`config.mk`:
```
export PLATFORM = sky130hd
export DESIGN_NAME = img2col_window_pu_flat
export DESIGN_NICKNAME = d
export VERILOG_FILES = /design/src/rtl/img2col_window_pu_if.sv /design/src/rtl/img2col_window_pu.sv /design/src/flat_wrapper.sv
export SDC_FILE = /design/constraint.sdc
export NUM_CORES = 1
export LEC_CHECK = 0
export BUFFER_PORTS_ARGS = -buffer_cell sky130_fd_sc_hd__buf_4
export CAP_MARGIN = 20
export CORE_AREA = 3 3 297 299
export CTS_CLUSTER_SIZE = 24
export DETAILED_ROUTE_END_ITERATION = 6
export DIE_AREA = 0 0 300 302
export GPL_ROUTABILITY_DRIVEN = 0
export GPL_TIMING_DRIVEN = 0
export PLACE_DENSITY = 0.66
export SLEW_MARGIN = 10
export SYNTH_ARGS = -nofsm -noshare
export SYNTH_HDL_FRONTEND = slang
export SYNTH_SLANG_ARGS = --single-unit
export TNS_END_PERCENT = 1
```
`constraint.sdc`:
```
create_clock -name clk -period 3.85 [get_ports clk]
set_clock_uncertainty 0.2 [all_clocks]
set_input_delay 0.5775 -clock clk [delete_from_list [all_inputs] [get_ports clk]]
set_output_delay 0.5775 -clock clk [all_outputs]
set_load 0.1 [all_outputs]
```
`src/rtl/img2col_window_pu_if.sv`:
```
// Handshake and data bundle between the img2col window PU, its pixel source,
// the MAC array consumer and the neighbouring PU.
interface img2col_window_pu_if #(
  parameter int DATA_W = 16,
  parameter int K      = 5,
  parameter int STRIDE = 1,
  parameter int LANES  = 2
);
  logic                              start;
  logic                              first;
  logic                              in_valid;
  logic                              in_ready;
  logic [LANES*DATA_W-1:0]           in_data;
  logic [K*K*DATA_W-1:0]             win_out;
  logic                              out_valid;
  logic                              out_ready;
  logic [K*(K-STRIDE)*DATA_W-1:0]    nbr_out;
  logic                              nbr_valid;
  logic                              busy;

  modport master (
    output start, first, in_valid, in_data, out_ready,
    input  in_ready, win_out, out_valid, nbr_out, nbr_valid, busy
  );

  modport slave (
    input  start, first, in_valid, in_data, out_ready,
    output in_ready, win_out, out_valid, nbr_out, nbr_valid, busy
  );
endinterface

```
`src/rtl/img2col_window_pu.sv`:
```
// img2col processing unit: builds one KxK column-major window per round from a
// LANES-wide pixel stream, reusing overlapping columns on sliding rounds.
module img2col_window_pu #(
  parameter int DATA_W = 16,
  parameter int K      = 5,
  parameter int STRIDE = 1,
  parameter int LANES  = 2
) (
  input  logic               clk,
  input  logic               nrst,
  img2col_window_pu_if.slave bus
);

  localparam int N       = K * K;
  localparam int KEEP    = (K - STRIDE) * K;
  localparam int PIXW    = N * DATA_W;
  localparam int NBRW    = KEEP * DATA_W;
  localparam int CW      = $clog2(N + LANES + 1);

  typedef enum logic [1:0] {S_IDLE, S_LOAD, S_EMIT} state_t;

  state_t          state_q, state_d;
  logic [PIXW-1:0] win_q, win_d;
  logic [NBRW-1:0] nbr_q, nbr_d;
  logic            nbr_vld_q, nbr_vld_d;
  logic [CW-1:0]   cnt_q, cnt_d;

  logic handshake, start_acc, beat, last_beat;

  assign handshake = (state_q == S_EMIT) && bus.out_ready;
  assign start_acc = bus.start && ((state_q == S_IDLE) || handshake);
  assign beat      = (state_q == S_LOAD) && bus.in_valid;
  // Every round, full or sliding, ends when the counter reaches K*K.
  assign last_beat = beat && ((int'(cnt_q) + LANES) >= N);

  always_comb begin
    state_d   = state_q;
    win_d     = win_q;
    nbr_d     = nbr_q;
    nbr_vld_d = nbr_vld_q;
    cnt_d     = cnt_q;

    case (state_q)
      S_IDLE:  if (start_acc) state_d = S_LOAD;
      S_LOAD:  if (last_beat) state_d = S_EMIT;
      S_EMIT:  if (handshake) state_d = start_acc ? S_LOAD : S_IDLE;
      default: state_d = S_IDLE;
    endcase

    if (start_acc) begin
      cnt_d = bus.first ? '0 : CW'(KEEP);
      if (!bus.first)
        win_d[0 +: NBRW] = win_q[STRIDE*K*DATA_W +: NBRW];
    end

    if (beat) begin
      for (int l = 0; l < LANES; l++) begin
        if ((int'(cnt_q) + l) < N)
          win_d[(int'(cnt_q) + l)*DATA_W +: DATA_W] = bus.in_data[l*DATA_W +: DATA_W];
      end
      cnt_d = cnt_q + CW'(LANES);
    end

    // Neighbour export sees the window including the final beat's pixels.
    if (last_beat) begin
      nbr_d     = win_d[STRIDE*K*DATA_W +: NBRW];
      nbr_vld_d = 1'b1;
    end
  end

  always_ff @(posedge clk or negedge nrst) begin
    if (!nrst) begin
      state_q   <= S_IDLE;
      win_q     <= '0;
      nbr_q     <= '0;
      nbr_vld_q <= 1'b0;
      cnt_q     <= '0;
    end else begin
      state_q   <= state_d;
      win_q     <= win_d;
      nbr_q     <= nbr_d;
      nbr_vld_q <= nbr_vld_d;
      cnt_q     <= cnt_d;
    end
  end

  assign bus.in_ready  = (state_q == S_LOAD);
  assign bus.out_valid = (state_q == S_EMIT);
  assign bus.busy      = (state_q != S_IDLE);
  assign bus.win_out   = win_q;
  assign bus.nbr_out   = nbr_q;
  assign bus.nbr_valid = nbr_vld_q;

endmodule

```
`src/flat_wrapper.sv`:
```
// flat-port wrapper written by rule: the top's interface ports become plain ports
module img2col_window_pu_flat 
#(
  parameter int DATA_W = 16,
  parameter int K      = 5,
  parameter int STRIDE = 1,
  parameter int LANES  = 2
)
  (clk, nrst, bus_start, bus_first, bus_in_valid, bus_in_data, bus_out_ready, bus_in_ready, bus_win_out, bus_out_valid, bus_nbr_out, bus_nbr_valid, bus_busy);
  img2col_window_pu_if #(.DATA_W(DATA_W), .K(K), .STRIDE(STRIDE), .LANES(LANES)) bus_i ();
  input  logic clk;
  input  logic nrst;
  input wire logic [$bits(bus_i.start)-1:0] bus_start;
  input wire logic [$bits(bus_i.first)-1:0] bus_first;
  input wire logic [$bits(bus_i.in_valid)-1:0] bus_in_valid;
  input wire logic [$bits(bus_i.in_data)-1:0] bus_in_data;
  input wire logic [$bits(bus_i.out_ready)-1:0] bus_out_ready;
  output wire logic [$bits(bus_i.in_ready)-1:0] bus_in_ready;
  output wire logic [$bits(bus_i.win_out)-1:0] bus_win_out;
  output wire logic [$bits(bus_i.out_valid)-1:0] bus_out_valid;
  output wire logic [$bits(bus_i.nbr_out)-1:0] bus_nbr_out;
  output wire logic [$bits(bus_i.nbr_valid)-1:0] bus_nbr_valid;
  output wire logic [$bits(bus_i.busy)-1:0] bus_busy;
  assign bus_i.start = bus_start;
  assign bus_i.first = bus_first;
  assign bus_i.in_valid = bus_in_valid;
  assign bus_i.in_data = bus_in_data;
  assign bus_i.out_ready = bus_out_ready;
  assign bus_in_ready = bus_i.in_ready;
  assign bus_win_out = bus_i.win_out;
  assign bus_out_valid = bus_i.out_valid;
  assign bus_nbr_out = bus_i.nbr_out;
  assign bus_nbr_valid = bus_i.nbr_valid;
  assign bus_busy = bus_i.busy;
  img2col_window_pu #(.DATA_W(DATA_W), .K(K), .STRIDE(STRIDE), .LANES(LANES)) u_core (.clk(clk), .nrst(nrst), .bus(bus_i));
endmodule
```
# Yosys cells after proc, flatten, opt, wreduce, memory -nomap -nowiden
# Cells that the tools add are included.
[op_classes] reduce_logical=9 n_shift=4 mux=16 n_addsub=5 n_eq_ne=5 n_lt_le_gt_ge=3
[ops] operator="2-to-1 mux 400 bit" count=4
[ops] operator="bitwise mux 400 bit" count=2
[ops] operator="variable shift 16 x 33 -> 400 bit, first input constant" count=2
[ops] operator="variable part select 16 x 33 -> 400 bit" count=2
[ops] operator="2-to-1 mux 320 bit" count=2
[ops] operator="negation 32 -> 33 bit" count=1
[ops] operator="negation 9 -> 33 bit" count=1
[ops] operator=">= comparator 32 x 6 -> 1 bit, second input constant" count=1
[ops] operator="less-than comparator 32 x 6 -> 1 bit, second input constant" count=1
[ops] operator="2-to-1 mux 5 bit" count=3
[ops] operator="adder 5 x 1 -> 6 bit, second input constant" count=1
[ops] operator="adder 5 x 2 -> 6 bit, second input constant" count=1
[ops] operator="2-to-1 mux 2 bit" count=3
[ops] operator="!= test 2 x 1 -> 1 bit, second input constant" count=3
[ops] operator="one-hot mux 2 bit (3 select lines)" count=1
[ops] operator="adder 5 x 2 -> 5 bit, second input constant" count=1
[ops] operator="less-than comparator 5 bit, second input constant" count=1
[ops] operator="logical AND 1 bit" count=4
[ops] operator="nonzero test 2 bit" count=2
[ops] operator="AND reduction 3 bit" count=1
[ops] operator="== test 2 x 1 -> 1 bit, second input constant" count=1
[ops] operator="== test 2 bit, second input constant" count=1
[ops] operator="zero test 2 bit" count=1
[ops] operator="logical OR 1 bit" count=1
[ops] operator="2-to-1 mux 1 bit" count=1
[totals] inputBits=38 wordCells=47 ff_bits=728 output_inout_bits=724

# Logic depth before layout (Yosys ltp)
[logic_depth] depth_word=11 ltp_mapped=14

# Worst setup path after synthesis
# No wires, ideal clock.
[synth_path] path_type="register to register" from="register u_core.cnt_q[1]" to="register u_core.nbr_q[152], in the netlist u_core.bus.nbr_out[152]" arrival_time_ns=3.354 synth_period_minus_slack_ns=3.679 path_slack_ns=0.171 path_stages_with_launch=15 t_required_ns=3.525 cell_sequence="dfrtp_1 > clkbuf_1 > buf_2 > inv_1 > clkbuf_1 > clkbuf_1 > ha_1 > nand2b_1 > clkbuf_1 > o21ai_0 > a21o_1 > a21oi_2 > clkbuf_1 > buf_2 > mux2_2"
[synth_via] elab_chain_len=8
[synth_rtl] item="start, declared" line_no="img2col_window_pu.sv:26" text="logic [CW-1:0] cnt_q, cnt_d;"
[synth_rtl] item="start signal, assigned" line_no="img2col_window_pu.sv:83" text="cnt_q <= cnt_d;"
[synth_rtl] item="parallel branches: the longest is 8 deep, another holds negation 32 -> 33 bit"
[synth_rtl] item="end signal, assigned" line_no="img2col_window_pu.sv:81" text="nbr_q <= nbr_d;"
[synth_rtl] item="end, declared" line_no="img2col_window_pu.sv:24" text="logic [NBRW-1:0] nbr_q, nbr_d;"
# Parallel ways; which one is timed is not known. The select of a mux whose other input is x is not followed.
# A chain may end at the register's enable or synchronous reset.

# Final worst setup path
[layout_path] from="register u_core.cnt_q[1]" to="register u_core.nbr_q[93], in the netlist u_core.bus.nbr_out[93]"
[layout_via] elab_chain_len=8
[layout_rtl] item="parallel branches: the longest is 6 deep, another holds negation 32 -> 33 bit"
[layout_rtl] item="2-to-1 mux 400 bit *" line_no="img2col_window_pu.sv:58" text="if ((int'(cnt_q) + l) < N)"
[layout_rtl] item="2-to-1 mux 400 bit *" line_no="img2col_window_pu.sv:56" text="if (beat) begin"
[layout_rtl] item="via u_core.win_d[173]" line_no="img2col_window_pu.sv:23" text="logic [PIXW-1:0] win_q, win_d;"
# Mark *: on every way through the listed nets, which the timed path passes. The select of a mux whose other input is x is not followed.

==> results.txt <==
pin count of the biggest net entering global routing = 105
Starting Density = 36.5%
setup ws final = 102 ps
maxcap violations = 0
Site Rows = 107
CTS root buf = clkbuf_16
DRC Markers = 0
worst skew pair latency = 630 ps
count leader, synth = dfrtp_1
CP required = 4160 ps
Synth Flop Type = dfrtp_1
DRT iter0 DRCs = 2330
routed wire length = 154 mm
via count = 25300
Routed Antenna Nets = 0
Synth Instances = 2492
Seq/Total Area, Yosys = 58.3%
die area = 0.0906 mm^2
Max clock buf depth = 3
CP endpoint kind = flop
worst r2r src = u_core.cnt_q[1]$_DFFE_PN0P_
hold wc startpoint = bus_in_data[29]
Commonest cells post-synth = dfrtp_1, mux2i_1, mux2_2
data arrival time of the critical path = 4060 ps
Slew Limit Headroom = 25.7%
Ys Warns = 0
Synth Cell Area = 0.0312 mm^2
drt first pass iters = 6
vias in the first global route = 25300
initial antenna violation count = 11
GR Overflow Total = 0
GRT Total Usage = 32.9%
Crit Path Max Fanout = 10
Tightest Pin Transition = 1110 ps
Min-Delay Path Depth = 3
H-tree depth = 3
fin crit share = 97.3%
crit path kind = reg -> reg
CORE AREA = 0.0854 mm^2
DP HPWL = 117 mm
# clock sinks = 727
Worst R2R End = u_core.bus.nbr_out[93]$_DFFE_PN0P_
Fmax achieved = 267 MHz
Setup-failing EPs final = 0
first-pass GRT wire length = 208 mm
leading area contributor after synthesis = dfrtp_1
drt wl/cell = 33.6 um
CP startpoint = u_core.cnt_q[1]$_DFFE_PN0P_
R2R Setup Slk = 100 ps
r2r worst-path depth = 14
dpl ws = -2320 ps
fin. max-slew vios = 0
# fillers = 7813
Area Overhead vs Synth = 34.3%
CTS tree = done
Post-Syn Area per Cell = 12.5 um^2
fraction of post-synthesis cell area in the top cell type by area = 58.3%
ranking of synthesized cells by area = dfrtp_1, mux2i_1, mux2_2, o21ai_0, nand2_1
final net count = 3400
Buffers on Ports = 757
post-DR vias/cell = 5.54
Hold Fails Final Rpt = 0
Placed Area = 0.0386 mm^2
number of synthesized flops with an enable pin = 0
width of the die = 300 um
startpoint types = flop
Hold Crit Class = in -> reg
min Tclk post-route = 3750 ps
Synth Register Bits = 727
CTS buffer count = 82
status = finished clean
layout cells sized above 1 = 41.2%
Top-Level Pins = 762
asr flop ratio synth = 100%
WHS Endpoint = u_core.bus.win_out[381]$_DFF_PN0_
die height = 302 um
post-route cell area = 0.0419 mm^2
clk slew on worst S/H paths = 60 ps
Synth cell types = 49
worst max-delay path by stage:
stage | slack (ps) | end | depth (start not counted)
2_1_floorplan | 170 | u_core.bus.nbr_out[152]$_DFFE_PN0P_ | 14
3_3_place_gp | -6590 | u_core.bus.win_out[105]$_DFF_PN0_ | 1
3_5_place_dp | -2320 | u_core.bus.nbr_out[173]$_DFFE_PN0P_ | 14
4_1_cts | 5 | u_core.bus.nbr_out[29]$_DFFE_PN0P_ | 14
5_1_grt | -4 | u_core.bus.nbr_out[156]$_DFFE_PN0P_ | 12
6_report | 100 | u_core.bus.nbr_out[93]$_DFFE_PN0P_ | 14
worst max-delay path, cell delays in order (launching register included):
cell and delay [ps]:
dfrtp_2 400, clkbuf_4 210, buf_6 200, inv_1 70
buf_2 210, clkbuf_8 210, ha_1 200, buf_2 180
or3b_4 400, a211oi_4 250, buf_12 160, nand3_4 200
buf_6 250, mux2i_1 170, mux2_2 310
per-stage QoR:
| stage | std cells | setup TNS [ps] | hold WS (ps) | utilization (%) |
|---|---|---|---|---|
| after floorplan | 2493 | 0 | 81.9 | - |
| final | 4574 | 0 | 50.0 | 49.0 |
| after detailed placement | 4406 | -782720 | 264 | 45.2 |
| after global placement | 4394 | -5469110 | 256 | 44.8 |
| after global routing | 4566 | -3.54 | 19.9 | 49.0 |
| after CTS | 4563 | 0 | 11.5 | 48.9 |
cell type report:
cell class / count / area, um^2 / area share [%]
antenna: 8 / 20.0 / 0.0478
buffer: 199 / 1140 / 2.73
clock buffer: 122 / 2480 / 5.93
clock inverter: 26 / 295 / 0.705
inverter: 21 / 78.8 / 0.188
multi-input combinational: 1545 / 12100 / 28.9
sequential: 727 / 18200 / 43.4
tap: 1144 / 1430 / 3.42
timing repair buffer: 782 / 6120 / 14.6
cell usage in the layout (no fill, tap or decap), types with 4 or more instances in the layout:
cell type / instances
a21oi_1: 150
buf_12: 4
buf_16: 10
buf_2: 50
buf_4: 773
buf_6: 25
buf_8: 6
bufinv_16: 4
clkbuf_1: 94
clkbuf_16: 84
clkbuf_2: 26
clkbuf_8: 25
clkinv_2: 9
clkinvlp_4: 4
dfrtp_1: 726
diode_2: 8
ha_1: 4
inv_1: 20
inv_6: 4
mux2_2: 352
mux2i_1: 421
nand2_1: 216
nand3_1: 78
nand3b_1: 17
nand4_1: 23
nor2_1: 36
nor2b_1: 7
o21ai_0: 169
o31ai_1: 13
timing repair:
item,4_1_cts,5_1_grt
pin swaps,6,0
hold buffers,1,0
setup buffers,9,3
setup endpoints to repair,532,355
endpoints found under the hold margin,32,0
gates resized for setup,87,23
gates cloned,0,0
flip-flops by register name, indices dropped and copies added, names as in the netlist:
name / cells
u_core.bus.win_out: 400
u_core.state_q: 2
u_core.bus.nbr_out: 320
u_core.bus.nbr_valid: 1
u_core.cnt_q: 4
per-layer routing:
| metal | share of wire (%) | GRT usage (%) | up-vias |
|---|---|---|---|
| li1 | - | - | 10600 |
| met1 | 41 | 43.1 | 13100 |
| met2 | 46 | 52.3 | 1369 |
| met3 | 9.0 | 9.26 | 260 |
| met4 | 4.2 | 12.3 | 4 |
| met5 | 0.018 | 0 | - |
kinds of logic after synthesis:
kind of cell,synth area share [%]
multiplexers,26.2
buffers and inverters,3.09
XOR/XNOR,0.0562
AND/OR/NAND/NOR,6.23
other,0.0120
adder cells (fa/ha/maj),0.161
flip-flops,58.3
AO/OA/AOI/OAI,5.87
Power is left out: the tool's default activity adds up to more than one toggle a clock period on the data nets, which glitch-free logic cannot reach.
